[config.mk]
export PLATFORM = sky130hd
export DESIGN_NAME = bus_arbiter_flat
export DESIGN_NICKNAME = d
export VERILOG_FILES = /design/src/rtl/bus_arbiter_if.sv /design/src/rtl/bus_arbiter.sv /design/src/flat_wrapper.sv
export SDC_FILE = /design/constraint.sdc
export NUM_CORES = 1
export LEC_CHECK = 0
export BUFFER_PORTS_ARGS = -buffer_cell sky130_fd_sc_hd__buf_4
export CAP_MARGIN = 20
export CORE_AREA = 2 2 235 237
export CTS_CLUSTER_SIZE = 28
export DETAILED_ROUTE_END_ITERATION = 16
export DIE_AREA = 0 0 237 239
export RECOVER_POWER = 50
export SLEW_MARGIN = 20
export SYNTH_ARGS = -nofsm -noshare
export SYNTH_HDL_FRONTEND = slang
export SYNTH_SLANG_ARGS = --single-unit
[constraint.sdc]
create_clock -name clock -period 2.45 [get_ports clock]
set_input_delay 0.49 -clock clock [delete_from_list [all_inputs] [get_ports clock]]
set_output_delay 0.49 -clock clock [all_outputs]
set_load 0.005 [all_outputs]
[src/rtl/bus_arbiter_if.sv]
// bus_arbiter_if: signal bundle between the two bus masters, the arbiter and
// the peripheral side of the 64-bit bus.
//   slave  : the arbiter's view (serves master requests, drives the bus)
//   master : the surrounding system's view (requesters plus peripherals)
interface bus_arbiter_if;
    logic        m0_req;
    logic        m0_read;
    logic        m0_write;
    logic [63:0] m0_addr;
    logic [63:0] m0_wdata;
    logic        m0_gnt;
    logic        m0_done;
    logic        m0_err;
    logic [63:0] m0_rdata;

    logic        m1_req;
    logic        m1_read;
    logic        m1_write;
    logic [63:0] m1_addr;
    logic [63:0] m1_wdata;
    logic        m1_gnt;
    logic        m1_done;
    logic        m1_err;
    logic [63:0] m1_rdata;

    logic [63:0] bus_address;
    logic [63:0] bus_wdata;
    logic [63:0] bus_rdata;
    logic        bus_read;
    logic        bus_write;
    logic [3:0]  slave_sel;
    logic [3:0]  slave_ack;

    modport slave (
        input  m0_req, m0_read, m0_write, m0_addr, m0_wdata,
        output m0_gnt, m0_done, m0_err, m0_rdata,
        input  m1_req, m1_read, m1_write, m1_addr, m1_wdata,
        output m1_gnt, m1_done, m1_err, m1_rdata,
        output bus_address, bus_wdata, bus_read, bus_write, slave_sel,
        input  bus_rdata, slave_ack
    );

    modport master (
        output m0_req, m0_read, m0_write, m0_addr, m0_wdata,
        input  m0_gnt, m0_done, m0_err, m0_rdata,
        output m1_req, m1_read, m1_write, m1_addr, m1_wdata,
        input  m1_gnt, m1_done, m1_err, m1_rdata,
        input  bus_address, bus_wdata, bus_read, bus_write, slave_sel,
        output bus_rdata, slave_ack
    );
endinterface

[src/rtl/bus_arbiter.sv]
// bus_arbiter: shares the 64-bit peripheral bus between m0 (processor) and
// m1 (DMA/debug). Round-robin grant, one transaction at a time, one-hot slave
// select decoded from address[SEL_LSB+1:SEL_LSB], waits for the slave ack.
// Optional wait-state timeout: define BUS_TIMEOUT_EN (limit TIMEOUT_CYCLES).
//
// state   | meaning
// --------+-----------------------------------------------------------
// S_IDLE  | bus free, arbitrate between pending requests
// S_CHECK | granted request latched, read/write combination validated
// S_ADDR  | strobes and slave select driven, waiting for the ack
// S_DONE  | done pulse to the owner, read data valid
// S_ERR   | done+err pulse to the owner, no strobe was issued/kept
module bus_arbiter #(
    parameter int SEL_LSB = 60
`ifdef BUS_TIMEOUT_EN
    ,
    parameter int TIMEOUT_CYCLES = 255
`endif
) (
    input  logic         clock,
    input  logic         reset,
    bus_arbiter_if.slave bus_if
);

    typedef enum logic [2:0] {
        S_IDLE  = 3'd0,
        S_CHECK = 3'd1,
        S_ADDR  = 3'd2,
        S_DONE  = 3'd3,
        S_ERR   = 3'd4
    } state_t;

    state_t      r_state;
    state_t      w_state_next;

    logic        r_owner;
    logic        r_last_grant;
    logic        r_rd;
    logic        r_wr;
    logic [63:0] r_addr;
    logic [63:0] r_wdata;
    logic [63:0] r_rdata0;
    logic [63:0] r_rdata1;

    logic        w_grant;
    logic        w_grant_id;
    logic        w_ack;
    logic        w_bad_cmd;
    logic        w_timeout;
    logic [1:0]  w_index;
    logic [3:0]  w_sel;
    logic [63:0] w_rdata_cap;

    assign w_index     = r_addr[SEL_LSB+1:SEL_LSB];
    assign w_sel       = 4'b0001 << w_index;
    assign w_ack       = |(bus_if.slave_ack & w_sel);
    assign w_bad_cmd   = (r_rd == r_wr);
    assign w_rdata_cap = r_rd ? bus_if.bus_rdata : 64'd0;

`ifdef BUS_TIMEOUT_EN
    localparam int TMO_W = $clog2(TIMEOUT_CYCLES + 1);

    logic [TMO_W-1:0] r_tmo_cnt;

    // Count unacknowledged ADDR cycles; cleared on the way into ADDR
    always_ff @(posedge clock) begin
        if (reset) begin
            r_tmo_cnt <= '0;
        end else if (r_state == S_CHECK) begin
            r_tmo_cnt <= '0;
        end else if (r_state == S_ADDR && !w_ack) begin
            r_tmo_cnt <= r_tmo_cnt + 1'b1;
        end
    end

    // An ack in the expiry cycle still wins because w_ack is checked first
    assign w_timeout = (r_state == S_ADDR) && !w_ack &&
                       (r_tmo_cnt == TMO_W'(TIMEOUT_CYCLES - 1));
`else
    assign w_timeout = 1'b0;
`endif

    // State register
    always_ff @(posedge clock) begin
        if (reset) begin
            r_state <= S_IDLE;
        end else begin
            r_state <= w_state_next;
        end
    end

    // Arbitration and next-state decode
    always_comb begin
        w_state_next = r_state;
        w_grant      = 1'b0;
        w_grant_id   = 1'b0;
        case (r_state)
            S_IDLE: begin
                if (bus_if.m0_req && bus_if.m1_req) begin
                    w_grant    = 1'b1;
                    w_grant_id = ~r_last_grant;
                end else if (bus_if.m0_req) begin
                    w_grant    = 1'b1;
                    w_grant_id = 1'b0;
                end else if (bus_if.m1_req) begin
                    w_grant    = 1'b1;
                    w_grant_id = 1'b1;
                end
                if (w_grant) begin
                    w_state_next = S_CHECK;
                end
            end
            S_CHECK: begin
                w_state_next = w_bad_cmd ? S_ERR : S_ADDR;
            end
            S_ADDR: begin
                if (w_ack) begin
                    w_state_next = S_DONE;
                end else if (w_timeout) begin
                    w_state_next = S_ERR;
                end
            end
            S_DONE:  w_state_next = S_IDLE;
            S_ERR:   w_state_next = S_IDLE;
            default: w_state_next = S_IDLE;
        endcase
    end

    // Latch the winner's request, return read data, remember the last owner
    always_ff @(posedge clock) begin
        if (reset) begin
            r_owner      <= 1'b0;
            r_last_grant <= 1'b1;
            r_rd         <= 1'b0;
            r_wr         <= 1'b0;
            r_addr       <= 64'd0;
            r_wdata      <= 64'd0;
            r_rdata0     <= 64'd0;
            r_rdata1     <= 64'd0;
        end else begin
            if (w_grant) begin
                r_owner <= w_grant_id;
                r_addr  <= w_grant_id ? bus_if.m1_addr  : bus_if.m0_addr;
                r_wdata <= w_grant_id ? bus_if.m1_wdata : bus_if.m0_wdata;
                r_rd    <= w_grant_id ? bus_if.m1_read  : bus_if.m0_read;
                r_wr    <= w_grant_id ? bus_if.m1_write : bus_if.m0_write;
            end

            if (r_state == S_ADDR && w_ack) begin
                if (r_owner) begin
                    r_rdata1 <= w_rdata_cap;
                end else begin
                    r_rdata0 <= w_rdata_cap;
                end
            end else if (w_state_next == S_ERR) begin
                if (r_owner) begin
                    r_rdata1 <= 64'd0;
                end else begin
                    r_rdata0 <= 64'd0;
                end
            end

            if (r_state == S_DONE || r_state == S_ERR) begin
                r_last_grant <= r_owner;
            end
        end
    end

    assign bus_if.m0_gnt   = (r_state != S_IDLE) && !r_owner;
    assign bus_if.m1_gnt   = (r_state != S_IDLE) &&  r_owner;
    assign bus_if.m0_done  = (r_state == S_DONE || r_state == S_ERR) && !r_owner;
    assign bus_if.m1_done  = (r_state == S_DONE || r_state == S_ERR) &&  r_owner;
    assign bus_if.m0_err   = (r_state == S_ERR) && !r_owner;
    assign bus_if.m1_err   = (r_state == S_ERR) &&  r_owner;
    assign bus_if.m0_rdata = r_rdata0;
    assign bus_if.m1_rdata = r_rdata1;

    assign bus_if.bus_address = r_addr;
    assign bus_if.bus_wdata   = r_wdata;
    assign bus_if.bus_read    = (r_state == S_ADDR) && r_rd;
    assign bus_if.bus_write   = (r_state == S_ADDR) && r_wr;
    assign bus_if.slave_sel   = (r_state == S_ADDR) ? w_sel : 4'b0000;

endmodule
[src/flat_wrapper.sv]
// flat-port wrapper written by rule: the top's interface ports become plain ports
module bus_arbiter_flat 
#(
    parameter int SEL_LSB = 60

)
  (clock, reset, bus_if_m0_req, bus_if_m0_read, bus_if_m0_write, bus_if_m0_addr, bus_if_m0_wdata, bus_if_m0_gnt, bus_if_m0_done, bus_if_m0_err, bus_if_m0_rdata, bus_if_m1_req, bus_if_m1_read, bus_if_m1_write, bus_if_m1_addr, bus_if_m1_wdata, bus_if_m1_gnt, bus_if_m1_done, bus_if_m1_err, bus_if_m1_rdata, bus_if_bus_address, bus_if_bus_wdata, bus_if_bus_read, bus_if_bus_write, bus_if_slave_sel, bus_if_bus_rdata, bus_if_slave_ack);
  bus_arbiter_if bus_if_i ();
  input  logic clock;
  input  logic reset;
  input wire logic [$bits(bus_if_i.m0_req)-1:0] bus_if_m0_req;
  input wire logic [$bits(bus_if_i.m0_read)-1:0] bus_if_m0_read;
  input wire logic [$bits(bus_if_i.m0_write)-1:0] bus_if_m0_write;
  input wire logic [$bits(bus_if_i.m0_addr)-1:0] bus_if_m0_addr;
  input wire logic [$bits(bus_if_i.m0_wdata)-1:0] bus_if_m0_wdata;
  output wire logic [$bits(bus_if_i.m0_gnt)-1:0] bus_if_m0_gnt;
  output wire logic [$bits(bus_if_i.m0_done)-1:0] bus_if_m0_done;
  output wire logic [$bits(bus_if_i.m0_err)-1:0] bus_if_m0_err;
  output wire logic [$bits(bus_if_i.m0_rdata)-1:0] bus_if_m0_rdata;
  input wire logic [$bits(bus_if_i.m1_req)-1:0] bus_if_m1_req;
  input wire logic [$bits(bus_if_i.m1_read)-1:0] bus_if_m1_read;
  input wire logic [$bits(bus_if_i.m1_write)-1:0] bus_if_m1_write;
  input wire logic [$bits(bus_if_i.m1_addr)-1:0] bus_if_m1_addr;
  input wire logic [$bits(bus_if_i.m1_wdata)-1:0] bus_if_m1_wdata;
  output wire logic [$bits(bus_if_i.m1_gnt)-1:0] bus_if_m1_gnt;
  output wire logic [$bits(bus_if_i.m1_done)-1:0] bus_if_m1_done;
  output wire logic [$bits(bus_if_i.m1_err)-1:0] bus_if_m1_err;
  output wire logic [$bits(bus_if_i.m1_rdata)-1:0] bus_if_m1_rdata;
  output wire logic [$bits(bus_if_i.bus_address)-1:0] bus_if_bus_address;
  output wire logic [$bits(bus_if_i.bus_wdata)-1:0] bus_if_bus_wdata;
  output wire logic [$bits(bus_if_i.bus_read)-1:0] bus_if_bus_read;
  output wire logic [$bits(bus_if_i.bus_write)-1:0] bus_if_bus_write;
  output wire logic [$bits(bus_if_i.slave_sel)-1:0] bus_if_slave_sel;
  input wire logic [$bits(bus_if_i.bus_rdata)-1:0] bus_if_bus_rdata;
  input wire logic [$bits(bus_if_i.slave_ack)-1:0] bus_if_slave_ack;
  assign bus_if_i.m0_req = bus_if_m0_req;
  assign bus_if_i.m0_read = bus_if_m0_read;
  assign bus_if_i.m0_write = bus_if_m0_write;
  assign bus_if_i.m0_addr = bus_if_m0_addr;
  assign bus_if_i.m0_wdata = bus_if_m0_wdata;
  assign bus_if_m0_gnt = bus_if_i.m0_gnt;
  assign bus_if_m0_done = bus_if_i.m0_done;
  assign bus_if_m0_err = bus_if_i.m0_err;
  assign bus_if_m0_rdata = bus_if_i.m0_rdata;
  assign bus_if_i.m1_req = bus_if_m1_req;
  assign bus_if_i.m1_read = bus_if_m1_read;
  assign bus_if_i.m1_write = bus_if_m1_write;
  assign bus_if_i.m1_addr = bus_if_m1_addr;
  assign bus_if_i.m1_wdata = bus_if_m1_wdata;
  assign bus_if_m1_gnt = bus_if_i.m1_gnt;
  assign bus_if_m1_done = bus_if_i.m1_done;
  assign bus_if_m1_err = bus_if_i.m1_err;
  assign bus_if_m1_rdata = bus_if_i.m1_rdata;
  assign bus_if_bus_address = bus_if_i.bus_address;
  assign bus_if_bus_wdata = bus_if_i.bus_wdata;
  assign bus_if_bus_read = bus_if_i.bus_read;
  assign bus_if_bus_write = bus_if_i.bus_write;
  assign bus_if_slave_sel = bus_if_i.slave_sel;
  assign bus_if_i.bus_rdata = bus_if_bus_rdata;
  assign bus_if_i.slave_ack = bus_if_slave_ack;
  bus_arbiter #(.SEL_LSB(SEL_LSB)) u_core (.clock(clock), .reset(reset), .bus_if(bus_if_i));
endmodule
### Yosys cells after proc, flatten, opt, wreduce, memory -nomap -nowiden

Index checks and enable logic that the tools add are counted.

* reductions and logical operators: 18
* shift-type cells: 1
* equal/unequal tests: 6
* bitwise operators: 3
* mux-type cells: 26

Operator list (number)
* $mux 64: 11
* $logic_and 1x1->1: 10
* $mux 1: 10
* $mux 3: 3
* $pmux 3 s3: 1
* $eq 3x2->1 const B: 2
* $eq 3x3->1 const B: 2
* $and 4x4->4: 1
* $mux 4: 1
* $reduce_and 2->1: 2
* $reduce_or 4->1: 1
* $shl 1x2->4 const A: 1
* $eq 3x1->1 const B: 1
* $logic_not 3->1: 1
* $reduce_bool 3->1: 1
* $not 1->1: 2
* $reduce_bool 2->1: 1
* $eq 1x1->1: 1
* $logic_not 1->1: 1
* $logic_or 1x1->1: 1

* output and inout bits: 268
* word-level logic and storage cells: 63
* input port bits: 332
* flip-flop bits (word level): 263

### Logic depth before layout (Yosys ltp)

* depth after elaboration: 9
* gate-level depth with buffers: 7

### Worst setup path after synthesis

Ideal clock, no wire load.

* path type: in2reg
* start: input bus_if_slave_ack[3]
* end: register u_core.r_rdata1[26], in the netlist u_core.bus_if.m1_rdata[26]
* buffers on the path: 2
* library setup time: 69 ps
* stages on the path: 5
* setup slack: 733 ps
* arrival: 1648 ps
* path through: mux4_2 a32o_1 buf_4 buf_4 o21ai_1

* longest elaborated chain between the ends: 7

RTL lines
* start, declared: line flat_wrapper.sv:35 `input wire logic [$bits(bus_if_i.slave_ack)-1:0] bus_if_slave_ack;`
* $and 4x4->4 *: line bus_arbiter.sv:56 `assign w_ack = |(bus_if.slave_ack & w_sel);`
* $reduce_or 4->1 *: line bus_arbiter.sv:56
* $mux 3: line bus_arbiter.sv:117 `if (w_ack) begin`
* $pmux 3 s3: line bus_arbiter.sv:97 `case (r_state)`
* $eq 3x3->1: line bus_arbiter.sv:155 `end else if (w_state_next == S_ERR) begin`
* $reduce_bool 2->1 (no source line)
* $reduce_and 2->1 (no source line)
* end signal, assigned: line bus_arbiter.sv:151 `r_rdata1 <= w_rdata_cap;`
* end, declared: line bus_arbiter.sv:43 `logic [63:0] r_rdata1;`

Every way passes the cells marked *; elsewhere a longest branch is shown, timed or not.
A chain may end at the register's enable or synchronous reset.

### Worst setup path in the final report

* start: register u_core.r_state[0]
* end: output bus_if_m1_done

* longest elaborated chain between the ends: 3

RTL lines
* start, declared: line bus_arbiter.sv:33 `state_t r_state;`
* start signal, assigned: line bus_arbiter.sv:88 `r_state <= w_state_next;`
* $eq 3x2->1 or $eq 3x3->1 (tied branches): line bus_arbiter.sv:172 `assign bus_if.m1_done = (r_state == S_DONE || r_state == S_ERR) && r_owner;`
* $logic_or 1x1->1 *: line bus_arbiter.sv:172
* $logic_and 1x1->1 *: line bus_arbiter.sv:172
* end, declared: line flat_wrapper.sv:26 `output wire logic [$bits(bus_if_i.m1_done)-1:0] bus_if_m1_done;`

Marked as above.

==> metrics.md <==
| Metric | Value |
|---|---|
| Result of the run | `finished clean` |
| Startpoint types | `register` |
| Fraction of final layout cells sized beyond drive strength 1 | `0.2863` |
| Number of cells traversed by the worst register-to-register path | `4` |
| Maximum root-to-sink buffer count | `3` |
| Count of flip-flops with a built-in enable after synthesis | `0` |
| Number of antenna violations at the first check in global routing | `6` |
| Effective utilization at floorplan | `0.2454` |
| Overflow left after global routing | `0` |
| First-pass GRT wire length | `87.46 mm` |
| GR Util All Layers | `0.1942` |
| Number of different library cells in the post-synthesis netlist | `41` |
| Detailed placer's ending HPWL | `39.46 mm` |
| Per-cell via count in the routed design | `5.267` |
| Start point of the worst min-delay path | `bus_if_bus_rdata[55]` |
| Clock H-tree levels | `2` |
| Largest net degree at the start of global routing | `133` |
| Post-synthesis cell count | `1,613` |
| Synthesis-stage register bit count | `263` |
| Wire length after detailed routing | `58.10 mm` |
| Top cell types by occurrence after synthesis | `dfxtp_1, clkbuf_1, o21ai_0` |
| Area Overhead vs Synth | `44.43%` |
| Combined area of the multi-input logic cells | `7189 um2` |
| First-pass DRT Iterations | `7` |
| Filler Cells Inserted | `5,685` |
| Top flip-flop cell by instance count after synthesis | `dfxtp_1` |
| Routed wirelength normalized by instance count | `20.64 um` |
| Post-route cell area | `19,260 um2` |
| Worst Tran Pin Value | `0.9088 ns` |
| Vias in the first global route | `14,370` |
| Highest attainable clock frequency | `0.4301 GHz` |
| Fin nets | `2,415` |
| TritonCTS clock tree | `built` |
| Library cell used as clock root buffer | `clkbuf_16` |
| Vias | `14,830` |
| Worst hold path depth | `3` |
| Post-synthesis instance area | `13,330 um2` |
| Total nets after synthesis | `1,945` |
| Placed Instance Area | `18,440 um2` |
| Cell taking the most area after synthesis | `dfxtp_1` |
| Total count of max-transition violations in the final report | `0` |
| Min-Delay Path Class | `in2reg` |
| Placer congestion estimate | `0.8731` |
| Cell area power density | `894.0 nW/um2` |
| Port buffer count | `599` |
| CP required | `1.96 ns` |
| TritonCTS Buffers | `34` |
| DIE AREA | `56,640 um2` |
| Floorplan die height | `239 um` |
| Hold-fix buffers, CTS | `0` |
| Headroom to the max-slew limit | `0.3941` |
| Ranking of synthesized cells by area | `dfxtp_1, a311oi_1, nor3b_1` |
| Synth warn | `0` |
| Total core area | `54,340 um2` |
| DRC violations left | `0` |
| Number of primary I/O pins | `600` |
| Total setup violations reported at the end of the flow | `0` |
| Category of the most critical setup path | `reg2out` |
| Final period util | `0.9491` |
| Sum of negative setup slack | `0 ns` |
| Post-synth top area share | `0.3949` |
| Leakage power | `7.416 nW` |
| Detailed Route Iter0 Violations | `1,042` |
| Total area of sequential cells | `5270 um2` |
| Unrepaired setup endpoints after global routing | `no` |
| Count of clock tree sinks | `263` |
| Post-layout minimum cycle time | `2.325 ns` |
| Worst Skew | `0.01844 ns` |
| Worst supply voltage drop on vdd | `670.2 uV` |
| Reg-to-reg startpoint | `u_core.r_state[0]` |
| Number of violations of the max-capacitance limit | `0` |
| Synthesized area per cell | `8.266 um2` |
| Proportion of synthesized chip area in sequential cells | `0.3949` |
| Die width | `237 um` |
| Latest clock arrival within the worst-skew pair | `0.53 ns` |
| Proportion of register bits with asynchronous set or reset after synthesis | `0` |
| Number of standard-cell rows in the floorplan | `86` |
| Type of element capturing the critical path | `output pin` |
| Highest fanout seen on the critical path | `10` |
| Count of endpoints failing hold in the final timing report | `0` |
| Critical path data arrival time | `1.84 ns` |
| Count leader, synth | `dfxtp_1` |
| Antenna violation net count after detailed routing | `0` |
| Clock transition at the registers of the reported paths | `0.06 ns` |
| Worst setup path startpoint | `u_core.r_state[0]` |
## power breakdown
group | internal, W | switching (W) | total [W]
Clock | 0.00332 | 0.00202 | 0.00534
Combinational | 0.00243 | 0.00392 | 0.00635
Sequential | 0.00504 | 0.000488 | 0.00553
## metal layers
layer	GRT usage	share of wire	vias up	wire length, um
met5	0	0	-	0
met2	0.3201	0.48	622	27840
met4	0.06578	0.028	0	1636
met1	0.2459	0.41	7086	23770
li1	-	-	7022	-
met3	0.05058	0.084	97	4853
## repair_timing
item                                    CTS  global route
resized for setup                         1             0
hold endpoints to repair                  0             0
endpoints found under the setup margin    4             0
setup buffers                             1             0
## critical path, cell delays in order, from the launching register on
cell	delay, ns
dfxtp_1	0.43
or3b_4	0.50
a21oi_1	0.21
buf_4	0.16
## worst paths after layout
| kind | to | slack (ns) |
|---|---|---|
| worst min register to register | u_core.bus_if.m0_rdata[29] | 0.47 |
| worst min-delay path | u_core.bus_if.m0_rdata[55] | 0.22 |
| worst max-delay path | bus_if_m1_done | 0.12 |
| worst max register to register | u_core.bus_if.bus_wdata[43] | 0.33 |
## placed cells by master, fill, tap and decap left out, types with 3 or more instances in the layout
| master | n |
|---|---|
| a21oi_1 | 133 |
| a311oi_1 | 130 |
| a31oi_1 | 122 |
| a41oi_1 | 6 |
| and3b_1 | 65 |
| buf_12 | 18 |
| buf_4 | 374 |
| bufinv_16 | 3 |
| clkbuf_1 | 118 |
| clkbuf_16 | 38 |
| clkbuf_4 | 141 |
| clkbuf_8 | 7 |
| clkinv_2 | 6 |
| dfxtp_1 | 261 |
| diode_2 | 5 |
| nand2b_1 | 130 |
| nand3_1 | 130 |
| nor2_1 | 6 |
| nor3b_1 | 126 |
| o21ai_0 | 142 |
| o21ai_1 | 116 |
## flip-flops by register name, indices dropped and copies added, names as in the netlist
signal                     cells
u_core.bus_if.bus_address     64
u_core.r_owner                 1
u_core.bus_if.m1_rdata        64
u_core.r_rd                    1
u_core.r_state                 3
u_core.bus_if.m0_rdata        64
u_core.r_wr                    1
u_core.bus_if.bus_wdata       64
u_core.r_last_grant            1
## stage by stage
step / utilization / setup WS, ns / hold WS (ns) / cells / power, W
3_5_place_dp: 0.3394 / 0.2606 / 0.4698 / 2749 / 0.01217
4_1_cts: 0.3621 / 0.08721 / 0.1710 / 2810 / 0.01772
5_1_grt: 0.3544 / 0.02253 / 0.2119 / 2815 / 0.01817
6_report: 0.3544 / 0.1248 / 0.2225 / 2815 / 0.01721
2_1_floorplan: - / 0.7329 / 0.4667 / 1613 / 0.009184
3_3_place_gp: 0.3394 / 0.3061 / 0.4619 / 2749 / 0.01208
## cell families (layout without fill, tap and decap cells)
family | after synthesis | after routing | share of synthesized area
AO/OA/AOI/OAI | 657 | 657 | 0.2988
XOR/XNOR | 1 | 1 | 0.0006570
buffers and inverters | 218 | 711 | 0.07010
flip-flops | 263 | 263 | 0.3949
multiplexers | 1 | 1 | 0.001689
other | 0 | 5 | 0
AND/OR/NAND/NOR | 473 | 473 | 0.2339
## final cells by class
class,count,share of cell area
flip-flops and latches,263,0.2737
diodes,5,0.0006498
clock buffers,49,0.05517
well taps,704,0.04574
multi-input cells,1132,0.3734
clock inverters,10,0.006628
repair buffers,650,0.2444
inverters,2,0.0003899
(Power assumes the default switching activity.)
